--- config.mk ---
export PLATFORM = sky130hd
export DESIGN_NAME = panda_compare_unit
export DESIGN_NICKNAME = d
export VERILOG_FILES = /design/src/rtl/panda_compare_unit.sv
export SDC_FILE = /design/constraint.sdc
export NUM_CORES = 1
export LEC_CHECK = 0
export CAP_MARGIN = 20
export CORE_ASPECT_RATIO = 1.75
export CORE_UTILIZATION = 49
export DETAILED_ROUTE_END_ITERATION = 10
export MAX_ROUTING_LAYER = met4
export PLACE_DENSITY = 0.79
export SLEW_MARGIN = 20
export SYNTH_ARGS = -nofsm -noshare
export SYNTH_HDL_FRONTEND = slang
export SYNTH_SLANG_ARGS = --single-unit
--- constraint.sdc ---
create_clock -name clk_i -period 4.25 [get_ports clk_i]
set_input_delay 1.275 -clock clk_i [delete_from_list [all_inputs] [get_ports clk_i]]
set_output_delay 1.275 -clock clk_i [all_outputs]
set_load 0.02 [all_outputs]
--- src/rtl/panda_compare_unit.sv ---
// panda_compare_unit
// Registered add/subtract and magnitude compare unit for the Panda integer
// datapath. Each operation takes one cycle: operands enter with valid_i,
// and the sum plus the equal/less flags show up one cycle later with valid_o.
// Outputs come only from registers, so nothing passes combinationally from
// inputs to outputs.

module panda_compare_unit #(
  parameter int Width = 32
) (
  input  logic             clk_i,
  input  logic             rst_i,
  input  logic             valid_i,
  input  logic [Width-1:0] operand_a_i,
  input  logic [Width-1:0] operand_b_i,
  input  logic             subtract_i,
  input  logic             sign_i,
  output logic [Width-1:0] result_o,
  output logic             is_equal_o,
  output logic             is_less_o,
  output logic             valid_o
);

  localparam int Msb = Width - 1;

  logic [Width-1:0] operand_b_eff;
  logic [Width-1:0] sum;
  logic [Width-1:0] diff;
  logic             is_equal;
  logic             is_less;

  // Adder/subtractor: a + (sub ? ~b : b) + sub; any carry out is dropped.
  always_comb begin
    // NOTE: every signal driven here gets a value on every path, so no latch is inferred.
    operand_b_eff = subtract_i ? ~operand_b_i : operand_b_i;
    sum           = operand_a_i + operand_b_eff + Width'(subtract_i);
  end

  // Comparator: always works from a - b, whatever subtract_i says.
  always_comb begin
    diff     = operand_a_i + ~operand_b_i + Width'(1);
    is_equal = (diff == '0);
    if (operand_a_i[Msb] != operand_b_i[Msb]) begin
      // Opposite MSBs: the sign interpretation alone settles the order.
      // Signed: the negative operand (MSB set) is the smaller one.
      // Unsigned: the operand with MSB set is the larger one.
      is_less = sign_i ? operand_a_i[Msb] : operand_b_i[Msb];
    end else begin
      // Same MSBs: the difference cannot overflow, so its MSB is the borrow.
      is_less = diff[Msb];
    end
  end

  // Output stage: reset clears everything; otherwise capture on valid_i
  // and hold the data when idle.
  always_ff @(posedge clk_i) begin
    // NOTE: non-blocking assignments here, so every register samples the values from before the edge.
    if (rst_i) begin
      result_o   <= '0;
      is_equal_o <= 1'b0;
      is_less_o  <= 1'b0;
      valid_o    <= 1'b0;
    end else if (valid_i) begin
      result_o   <= sum;
      is_equal_o <= is_equal;
      is_less_o  <= is_less;
      valid_o    <= 1'b1;
    end else begin
      valid_o    <= 1'b0;
    end
  end

endmodule

==> run metrics <==
Core Region=10,400 um^2; Worst EP arrival=4.28 ns; Comb power frac=0.613; status=finished clean; pre-CTS WS=-0.388 ns; CTS tree=built; filler cell count=816; total CTS buffers=5; crit path max-delay cell type=clkdlybuf4s50_1; clock latency on the worst-skew pair=0.29 ns; min Tclk post-route=4.12 ns; Static Leakage=3.58 nW; Clock H-tree levels=2; CP endpoint kind=flip-flop; count of cell types in the netlist=75; delay-heaviest family, CP=compound AO/OA/AOI/OAI gates; wire per inst=17.3 um; syn_area_per_cell=7.46 um^2; initial antenna violation count=0; Routed WL=18,500 um; drt pass-1 iters=5; Power per Cell Area=258 nW/um^2; top post-synthesis cells by count=65 x a21oi_1, 61 x ha_1, 52 x inv_1; area of the mapped netlist=5240 um^2; Reg clk slew, reported paths=0.06 ns; GRT Resource Usage Total=0.343; average vias per placed instance=5.89; RD Place Congestion=1.02; Routed Antenna Nets=0; Post-Syn Nets=834; P&R area growth vs syn=46.6%; Root Driver=clkbuf_16; Synth warnings=0; largest net degree at the start of global routing=38; hpwl dp=15,500 um; placed cell area=7460 um^2; area leader, netlist=ha_1; power share of the clock group=0.187; Cells after Synth=703; Post-synth EDFFs=0; Max Fanout on Critical Path=3; crit path kind=input pin to flip-flop; antenna cell count=0; Max VDD drop=0.272 mV; Port Buffers=103; Maximum Capacitance Violations=0; Hold Vio Cnt, Final=0; total grt overflow=0; Setup-failing EPs final=0; cell breakdown of the critical path=clkdlybuf4s50_1, mux2_2, fa_2, a21o_1, a21o_1, a21oi_2, a21oi_2, buf_4, a211oi_1, buf_4, nor2_1, or3_1, xnor2_1, o22ai_1; HP Class=flip-flop to flip-flop; die height=139 um; Most used DFF post-synth=dfxtp_1; DIE WIDTH=80.2 um; Power Internal=0.00119 W; clock tree buffer depth=2; Req. time, crit path=4.41 ns; Async SR Flop Fraction=0; fmax=243 MHz; Initial Utilization=0.506; most frequent cell after synthesis=a21oi_1; first-pass GRT wire length=29,400 um; Buf/Inv on CP=3; Vias=6,280; Crit path largest cell delay=0.48 ns; register area=701 um^2; # hold bufs at CTS=0; DR DRC count=0; Seq cells post-synth=35; Yosys top cell area share=0.146; first-iteration detailed-routing DRC count=383; Final nets=1,071; share of post-route cells with drive strength above 1=0.204; Worst Skew=0 ns; largest cells by area after synthesis=ha_1 15%, dfxtp_1 13%, xor2_1 7.0%, a21oi_1 6.2%, a21o_1 4.6%; post-synthesis sequential area ratio=0.134; vias in the first global route=6,278; clk sinks=35; startpoint types=input pin; die footprint=11,100 um^2; Max Slew Vio Count=0; # IOs=104; switching share of power=0.399; slew margin rel.=0.655; row count=49; fin area=7680 um^2; Reg power frac=0.200; multi-input logic area=4300 um^2; part of the cycle the worst path needs=0.970; NetSw=0.000793 W; Worst-Margin Slew=0.512 ns; final worst slack=0.129 ns
[cell families (layout without fill, tap and decap cells)]
family / Yosys count / in the layout / share of synthesized area
compound gates: 227 / 227 / 0.295
simple gates: 212 / 212 / 0.210
buf+inv: 79 / 316 / 0.0597
xor+xnor: 67 / 67 / 0.112
fa+ha+maj: 62 / 62 / 0.149
flops: 35 / 35 / 0.134
mux: 21 / 21 / 0.0403
[path summary, 6_finish.rpt]
path	startpoint	end	slack, ns	depth (start not counted)
min reg2reg	result_o[23]	result_o[23]	0.47	2
max reg2reg	result_o[8]	result_o[8]	3.34	2
min	result_o[23]	result_o[23]	0.47	2
max	operand_b_i[0]	result_o[18]	0.13	14
[flip-flops by register name, indices dropped and copies added, names as in the netlist]
register	flops
is_equal_o	1
is_less_o	1
result_o	32
valid_o	1
[worst reg2reg max path: stages (launching register included)]
cell and delay [ns]:
dfxtp_1 0.35, nor2_1 0.07, a211oi_1 0.36
[area by class of cell]
cell class,count,share of cell area
sequential,35,0.0912
multi-input combinational,589,0.560
clock buffer,6,0.0181
inverter,52,0.0254
tap,127,0.0207
timing repair buffer,257,0.284
clock inverter,1,0.000651
[power by group through the flow]
stage | Clock [W] | Sequential [W] | Combinational [W]
5_1_grt | 0.000380 | 0.000401 | 0.00132
4_1_cts | 0.000371 | 0.000397 | 0.00119
2_1_floorplan | 0 | 0.000455 | 0.000628
6_report | 0.000371 | 0.000397 | 0.00122
3_5_place_dp | 0 | 0.000404 | 0.00118
3_3_place_gp | 0 | 0.000401 | 0.00115
[metrics by stage]
step | utilization | TNS [ns] | hold WS (ns) | power [W] | instances
CTS | 0.735 | 0 | 0.462 | 0.00196 | 1067
floorplan | - | 0 | 0.533 | 0.00108 | 703
global placement | 0.720 | -0.814 | 0.449 | 0.00155 | 1060
finish | 0.742 | 0 | 0.471 | 0.00199 | 1067
detailed placement | 0.720 | -1.46 | 0.454 | 0.00158 | 1060
global route | 0.742 | -0.0187 | 0.487 | 0.00210 | 1067
[what timing repair did]
item	4_1_cts	5_1_grt
pin swaps	0	5
resized for setup	2	14
buffers inserted	0	0
endpoints found under the setup margin	1	10
[cells in the final DEF, fill, tap and decap left out, types with 7 or more instances in the layout]
| master | netlist | layout |
|---|---|---|
| buf_4 | 3 | 154 |
| clkdlybuf4s50_1 | 0 | 102 |
| a21oi_1 | 65 | 63 |
| ha_1 | 61 | 61 |
| inv_1 | 52 | 52 |
| nand2_1 | 49 | 48 |
| nor2_1 | 45 | 45 |
| xor2_1 | 42 | 42 |
| dfxtp_1 | 35 | 35 |
| a21o_1 | 32 | 32 |
| o21ai_0 | 30 | 30 |
| xnor2_1 | 25 | 25 |
| nor3_1 | 23 | 22 |
| mux2i_1 | 20 | 20 |
| nand2b_1 | 16 | 16 |
| nand3_1 | 13 | 13 |
| a211oi_1 | 12 | 11 |
| nand4_1 | 10 | 10 |
| o21bai_1 | 11 | 10 |
| nor2b_1 | 9 | 9 |
| o31ai_1 | 7 | 7 |
| or3_1 | 7 | 7 |
| o2111ai_1 | 7 | 7 |
[metal layers]
metal	part of all wire	vias to the layer above	wire length [um]	global-route usage
li1	-	3075	-	-
met1	0.38	2899	7030	0.368
met2	0.52	245	9510	0.600
met3	0.044	61	818	0.0283
met4	0.060	0	1100	0.198
met5	0	-	0	-
No activity file was read; power rests on OpenSTA's default activity.
==> edit 1, RTL diff (config.mk and constraints unchanged) <==
`Width`: 32 -> 28.
--- a/src/rtl/panda_compare_unit.sv
+++ b/src/rtl/panda_compare_unit.sv
@@ -6,7 +6,7 @@
 // inputs to outputs.
 
 module panda_compare_unit #(
-  parameter int Width = 32
+  parameter int Width = 28
 ) (
   input  logic             clk_i,
   input  logic             rst_i,
Interface: changed (resized operand_a_i, operand_b_i and result_o); port bits go from 104 to 92. The function was not compared with the original's and may differ.
==> edit 1 against the original RTL <==
  * Worst setup slack worse by 0.053 ns
  * Largest power group unchanged
  * Sequential power is 11% lower
  * Critical path type unchanged
  * Clock skew stayed put
  * Routed wire length is 25% lower
  * Total power is 14% lower
  * Design area is 17% lower
  * Synthesized cell count is 23% lower
  * Critical endpoint is now is_equal_o$_SDFFE_PP0P_
  * Synthesized area is 19% lower
  * Sequential cell count is 4 lower
==> edit 1: results (changes against the original RTL) <==
----------------------------------------------------
[Clock network]
  Post-cts resize count ... 0 (-2)
  Root Buffer Master ... sky130_fd_sc_hd__clkbuf_16
  H-Tree Depth ... 2 (unchanged)
  Clock transition time at the flip-flop clock pins of the worst setup and hold paths ... approximately 0.05 ns
  Number of post-CTS setup repair buffers ... 0 (unchanged)
  Buffer levels on the longest clock path ... 2 (unchanged)
  Later-pin clock latency in the skew report ... 0.27 ns (-0.02 ns)
  TritonCTS Buffers ... 5 (unchanged)

[Worst setup path]
  CP Data Arrival Time ... 4.38 ns (+0.10 ns)
  Crit-path max FO ... 5 (+2)

[Logic synthesis]
  Post-synthesis sequential area ratio ... 14.5% (+1.2 points)
  Ranking of synthesized cells by instance count ... sky130_fd_sc_hd__ha_1 (53), sky130_fd_sc_hd__nor2_1 (52), sky130_fd_sc_hd__inv_1 (44), sky130_fd_sc_hd__xor2_1 (38), sky130_fd_sc_hd__a21oi_1 (35)
  YS warnings ... 0 (unchanged)
  Top cells by area in the synthesized netlist ... sky130_fd_sc_hd__ha_1 (16%), sky130_fd_sc_hd__dfxtp_1 (15%), sky130_fd_sc_hd__xor2_1 (7.8%)
  Distinct cell type count of the synthesized netlist ... 71 (-5.3%)
  Share of flip-flops with an asynchronous set or reset ... 0% (unchanged)
  Synth Flop Type ... sky130_fd_sc_hd__dfxtp_1
  Mapped Nets ... 658 (-21%)

[Hold path]
  Class of the worst hold path ... reg2reg

[Placed design]
  HPWL reported at the end of detailed placement ... 11.6 mm (-25%)
  Standard cell area after detailed placement ... 6160 um2 (-18%)
  Count of buffers from port buffering ... 91 (-12%)
  Gp weighted congestion ... 1.01 (-0.94%)

[Global routing]
  Number of global-route vias before repair ... 4910 (-22%)
  Global-route wire length before repair ... 22.3 mm (-24%)
  Global routing usage summed across all routing layers ... 31.4% (-2.9 points)
  Maximum number of pins on one net before global-route repair ... 41 (+7.9%)
  Antenna violations before repair ... 1 (+1)

[Drt]
  Initial DRT Pass Iterations ... 4 (-1)
  Met3 routed wirelength ... 474 um (-42%)
  Starting DRC count in detailed routing ... 254 (-34%)
  Length of routed met2 wiring ... 7.46 mm (-22%)
  Highest metal layer used by the detailed router ... met4
  Ratio of routed vias to standard cells ... 5.57 (-5.3%)
  Met1 wire length ... 5.37 mm (-24%)
  Total Routed Length ... 13.9 mm (-25%)

[Final layout]
  Number of nets in the layout ... 863 (-19%)
  Fraction of layout instances using a drive strength above 1 ... 21.7% (+1.2 points)
  Top register by number of flip-flops ... result_o
  Flip-flop count of the largest register after layout ... 28 (-13%)

[STA]
  Worst clock skew on the final layout ... 0 ns (unchanged)
  Rel. slew slack ... 53.3% (-12 points)

[Power and ir drop]
  Peak supply drop ... 0.000166 V (-39%)
  Leakage power total ... 2.96 nW (-18%)

[Run status]
  Outcome ... complete, no violations

----------------------------------------------------
-- edit 1: cell count changes in the layout (fill, tap and decap cells not counted), sizes merged, moves of 13 or more --
cell           unedited run  this run
clkdlybuf4s50           102        89
a21oi                    65        35
nand2                    50        22
o21ai                    35        20
nor3                     23        10
a21o                     32        17
buf                     155       125
-- edit 1: layout make-up --
class                   count  area [um2]
multi-input cells         451        3470
well taps                 115         144
repair buffers            215        1840
inverters                  44         165
diodes                      1        2.50
clock inverters             1        5.00
fillers                   653        1980
clock buffers               6         139
flip-flops and latches     31         621
-- edit 1: cells by family (layout without fill, tap and decap cells) --
group                      Yosys count  after routing  synth area share [%]
other                                0              1                     0
and+or+nand+nor                    160            160                  19.2
buffers and inverters               61            266                  5.89
muxes                               22             22                  5.22
AOI/OAI and AO/OA                  161            161                  28.1
xor gates and xnor gates            54             54                  11.1
adders and majority gates           54             54                  16.0
DFF                                 31             31                  14.5
-- edit 1: worst paths after layout --
check                                               start                        end  slack [ns]  cells past startpoint
worst max-delay path                      operand_b_i[15]    is_equal_o$_SDFFE_PP0P_        0.08                     12
worst min-delay path             result_o[0]$_SDFFE_PP0P_   result_o[0]$_SDFFE_PP0P_        0.49                      2
worst max register to register  result_o[21]$_SDFFE_PP0P_  result_o[21]$_SDFFE_PP0P_        3.47                      3
worst min register to register   result_o[0]$_SDFFE_PP0P_   result_o[0]$_SDFFE_PP0P_        0.49                      2
-- edit 1: metal layers --
layer / vias to the layer above / global-route usage, %
li1: 2421 / -
met1: 2213 / 32.7
met2: 134 / 57.3
met3: 48 / 2.90
met4: 0 / 15.1
met5: - / -
-- edit 1: per-stage QoR --
step	utilization, %	hold WS (ns)	TNS [ns]	worst slack [ns]	cells
CTS	75.3	0.484	0	0.0165	862
global placement	73.6	0.463	-0.761	-0.206	855
floorplan	-	0.540	0	0.0942	543
global route	76.3	0.512	-0.109	-0.0606	864
finish	76.3	0.488	0	0.0766	864
detailed placement	73.6	0.477	-1.34	-0.266	855
-- edit 1: report_power, final --
group / switching [mW] / leakage (nW) / internal [mW]
logic: 0.504 / 2.63 / 0.512
registers: 0.0227 / 0.256 / 0.332
clock network: 0.117 / 0.0727 / 0.228
-- edit 1: critical path: stages --
cell	delay (ns)
sky130_fd_sc_hd__clkdlybuf4s50_1	0.52
sky130_fd_sc_hd__inv_1	0.06
sky130_fd_sc_hd__ha_1	0.33
sky130_fd_sc_hd__a21o_1	0.21
sky130_fd_sc_hd__a21o_1	0.21
sky130_fd_sc_hd__a211oi_2	0.38
sky130_fd_sc_hd__a21oi_1	0.20
sky130_fd_sc_hd__o311ai_2	0.38
sky130_fd_sc_hd__nand3_1	0.20
sky130_fd_sc_hd__a2111oi_4	0.36
sky130_fd_sc_hd__nand4_1	0.14
sky130_fd_sc_hd__o21ai_1	0.09
==> edit 2, RTL diff (same settings) <==
Without the edit above. Register the inputs `valid_i`, `operand_a_i`, `operand_b_i`, `subtract_i` and `sign_i` before use, with the module's reset. The logic sees them one clock later. Comments in the files are not updated.
--- a/src/rtl/panda_compare_unit.sv
+++ b/src/rtl/panda_compare_unit.sv
@@ -23,6 +23,28 @@
 
   localparam int Msb = Width - 1;
 
+  logic valid_q;
+  logic [Width-1:0] operand_a_q;
+  logic [Width-1:0] operand_b_q;
+  logic subtract_q;
+  logic sign_q;
+
+  always_ff @(posedge clk_i) begin
+    if (rst_i) begin
+      valid_q     <= '0;
+      operand_a_q <= '0;
+      operand_b_q <= '0;
+      subtract_q  <= '0;
+      sign_q      <= '0;
+    end else begin
+      valid_q     <= valid_i;
+      operand_a_q <= operand_a_i;
+      operand_b_q <= operand_b_i;
+      subtract_q  <= subtract_i;
+      sign_q      <= sign_i;
+    end
+  end
+
   logic [Width-1:0] operand_b_eff;
   logic [Width-1:0] sum;
   logic [Width-1:0] diff;
@@ -32,19 +54,19 @@
   // Adder/subtractor: a + (sub ? ~b : b) + sub; any carry out is dropped.
   always_comb begin
     // NOTE: every signal driven here gets a value on every path, so no latch is inferred.
-    operand_b_eff = subtract_i ? ~operand_b_i : operand_b_i;
-    sum           = operand_a_i + operand_b_eff + Width'(subtract_i);
+    operand_b_eff = subtract_q ? ~operand_b_q : operand_b_q;
+    sum           = operand_a_q + operand_b_eff + Width'(subtract_q);
   end
 
   // Comparator: always works from a - b, whatever subtract_i says.
   always_comb begin
-    diff     = operand_a_i + ~operand_b_i + Width'(1);
+    diff     = operand_a_q + ~operand_b_q + Width'(1);
     is_equal = (diff == '0);
-    if (operand_a_i[Msb] != operand_b_i[Msb]) begin
+    if (operand_a_q[Msb] != operand_b_q[Msb]) begin
       // Opposite MSBs: the sign interpretation alone settles the order.
       // Signed: the negative operand (MSB set) is the smaller one.
       // Unsigned: the operand with MSB set is the larger one.
-      is_less = sign_i ? operand_a_i[Msb] : operand_b_i[Msb];
+      is_less = sign_q ? operand_a_q[Msb] : operand_b_q[Msb];
     end else begin
       // Same MSBs: the difference cannot overflow, so its MSB is the borrow.
       is_less = diff[Msb];
@@ -60,7 +82,7 @@
       is_equal_o <= 1'b0;
       is_less_o  <= 1'b0;
       valid_o    <= 1'b0;
-    end else if (valid_i) begin
+    end else if (valid_q) begin
       result_o   <= sum;
       is_equal_o <= is_equal;
       is_less_o  <= is_less;
Formal check against the unedited RTL: not equivalent (Yosys sat finds a counterexample within 4 cycles, from zero or initial values and one cycle with rst_i high).
==> edit 2 against the original RTL <==
  * Via count down 5.5%
  * Routed wire length fell by 5.4%
  * Critical path depth shrank 3
  * Synthesized cell count grew 12%
  * Total power is 38% higher
  * Sequential cell count increased by 67
  * Non-clock buffer count down 150
  * Worst setup slack improved by 0.20 ns
  * Critical endpoint is now result_o[28]$_SDFFE_PP0P_
  * Design area rose by 6.2%
  * Synthesized area is 28% higher
  * Largest power group is now sequential cells
  * Critical path type is now reg2reg
==> edit 2: results (changes against the original RTL) <==
----------------------------------------------------
[Logic synthesis]
  Post-Synthesis Cells ... 788 (+12%)
  Post-synthesis sequential area ratio ... 30.4% (+17 points)
  Top cells by area in the synthesized netlist ... sky130_fd_sc_hd__dfxtp_1 (30%), sky130_fd_sc_hd__ha_1 (11%), sky130_fd_sc_hd__nor2b_1 (7.2%)
  Mapped Nets ... 919 (+10%)
  Distinct cell type count of the synthesized netlist ... 75 (unchanged)

[Run status]
  Outcome ... complete, no violations

[Hold path]
  Hold Path End ... result_o[12]$_SDFFE_PP0P_
  Startpoint of the worst hold path ... result_o[12]$_SDFFE_PP0P_

[STA]
  Worst Hold Margin ... 0.485 ns (+0.0141 ns)
  Worst clock skew on the final layout ... 0.00958 ns (+0.00958 ns)
  Rel. slew slack ... 41.4% (-24 points)

[Clock network]
  Post-cts resize count ... 0 (-2)
  TritonCTS Buffers ... 9 (+4)
  Later-pin clock latency in the skew report ... 0.36 ns (+0.07 ns)
  H-Tree Depth ... 3 (+1)

[Final layout]
  Register Area ... 2040 um2 (+190%)
  Number of fill cells in the layout ... 1169 (+43%)
  Fraction of layout instances using a drive strength above 1 ... 4.20% (-16 points)

[Drt]
  Starting DRC count in detailed routing ... 255 (-33%)
  Detailed-route wire length per cell ... 16.6 um (-4.3%)
  Total number of vias ... 5937 (-5.5%)
  Total Routed Length ... 17.5 mm (-5.4%)

[Power and ir drop]
  Peak supply drop ... 0.000224 V (-18%)
  Leakage power total ... 3.55 nW (-0.90%)

[Worst setup path]
  Worst path slowest cell ... sky130_fd_sc_hd__dfxtp_2
  Crit-path max FO ... 21 (+18)
  Worst reg2reg path startpoint ... subtract_q$_SDFF_PP0_
  Worst path max stage delay ... 0.74 ns (+0.26 ns)
  CP Data Arrival Time ... 4.17 ns (-0.11 ns)
  Internal reg-to-reg setup slack ... 0.33 ns (-3.01 ns)
  Termination of the worst setup path ... result_o[28]$_SDFFE_PP0P_
  Path type of the worst setup path ... reg2reg
  Cells on worst reg2reg path ... 11 (+9)

[Placed design]
  Standard cell area after detailed placement ... 7880 um2 (+5.5%)
  Total placed cells including tap cells ... 1039 (-2.0%)
  Gp weighted congestion ... 0.941 (-7.7%)
  Post-Place Worst Slack ... 0.456 ns (+0.843 ns)
  HPWL reported at the end of detailed placement ... 13.9 mm (-11%)

[Global routing]
  Maximum number of pins on one net before global-route repair ... 92 (+140%)
  Global-route wire length before repair ... 27.5 mm (-6.2%)
  Number of global-route vias before repair ... 5643 (-10%)

----------------------------------------------------
-- edit 2: cell type report --
type | instances | share of cell area, %
clock buffers | 9 | 2.76
clock inverters | 6 | 0.706
multi-input cells | 608 | 53.7
repair buffers | 107 | 12.9
inverters | 48 | 2.21
well taps | 174 | 2.67
flip-flops and latches | 102 | 25.0
-- edit 2: logic make-up after synthesis --
group                      synth area share [%]
DFF                                        30.4
buffers and inverters                      4.40
and+or+nand+nor                            19.6
adders and majority gates                  11.7
xor gates and xnor gates                   8.61
AOI/OAI and AO/OA                          22.1
muxes                                      3.22
-- edit 2: per-layer routing --
layer	share of wire, %	track usage, %
met1	37	24.7
met2	54	47.2
met3	2.5	2.96
met4	6.2	17.6
met5	0	-
-- edit 2: where the power goes --
group | total, mW | switching (mW) | internal [mW]
logic | 0.880 | 0.472 | 0.408
registers | 1.07 | 0.0540 | 1.02
clock network | 0.787 | 0.382 | 0.405
total | 2.74 | 0.908 | 1.83
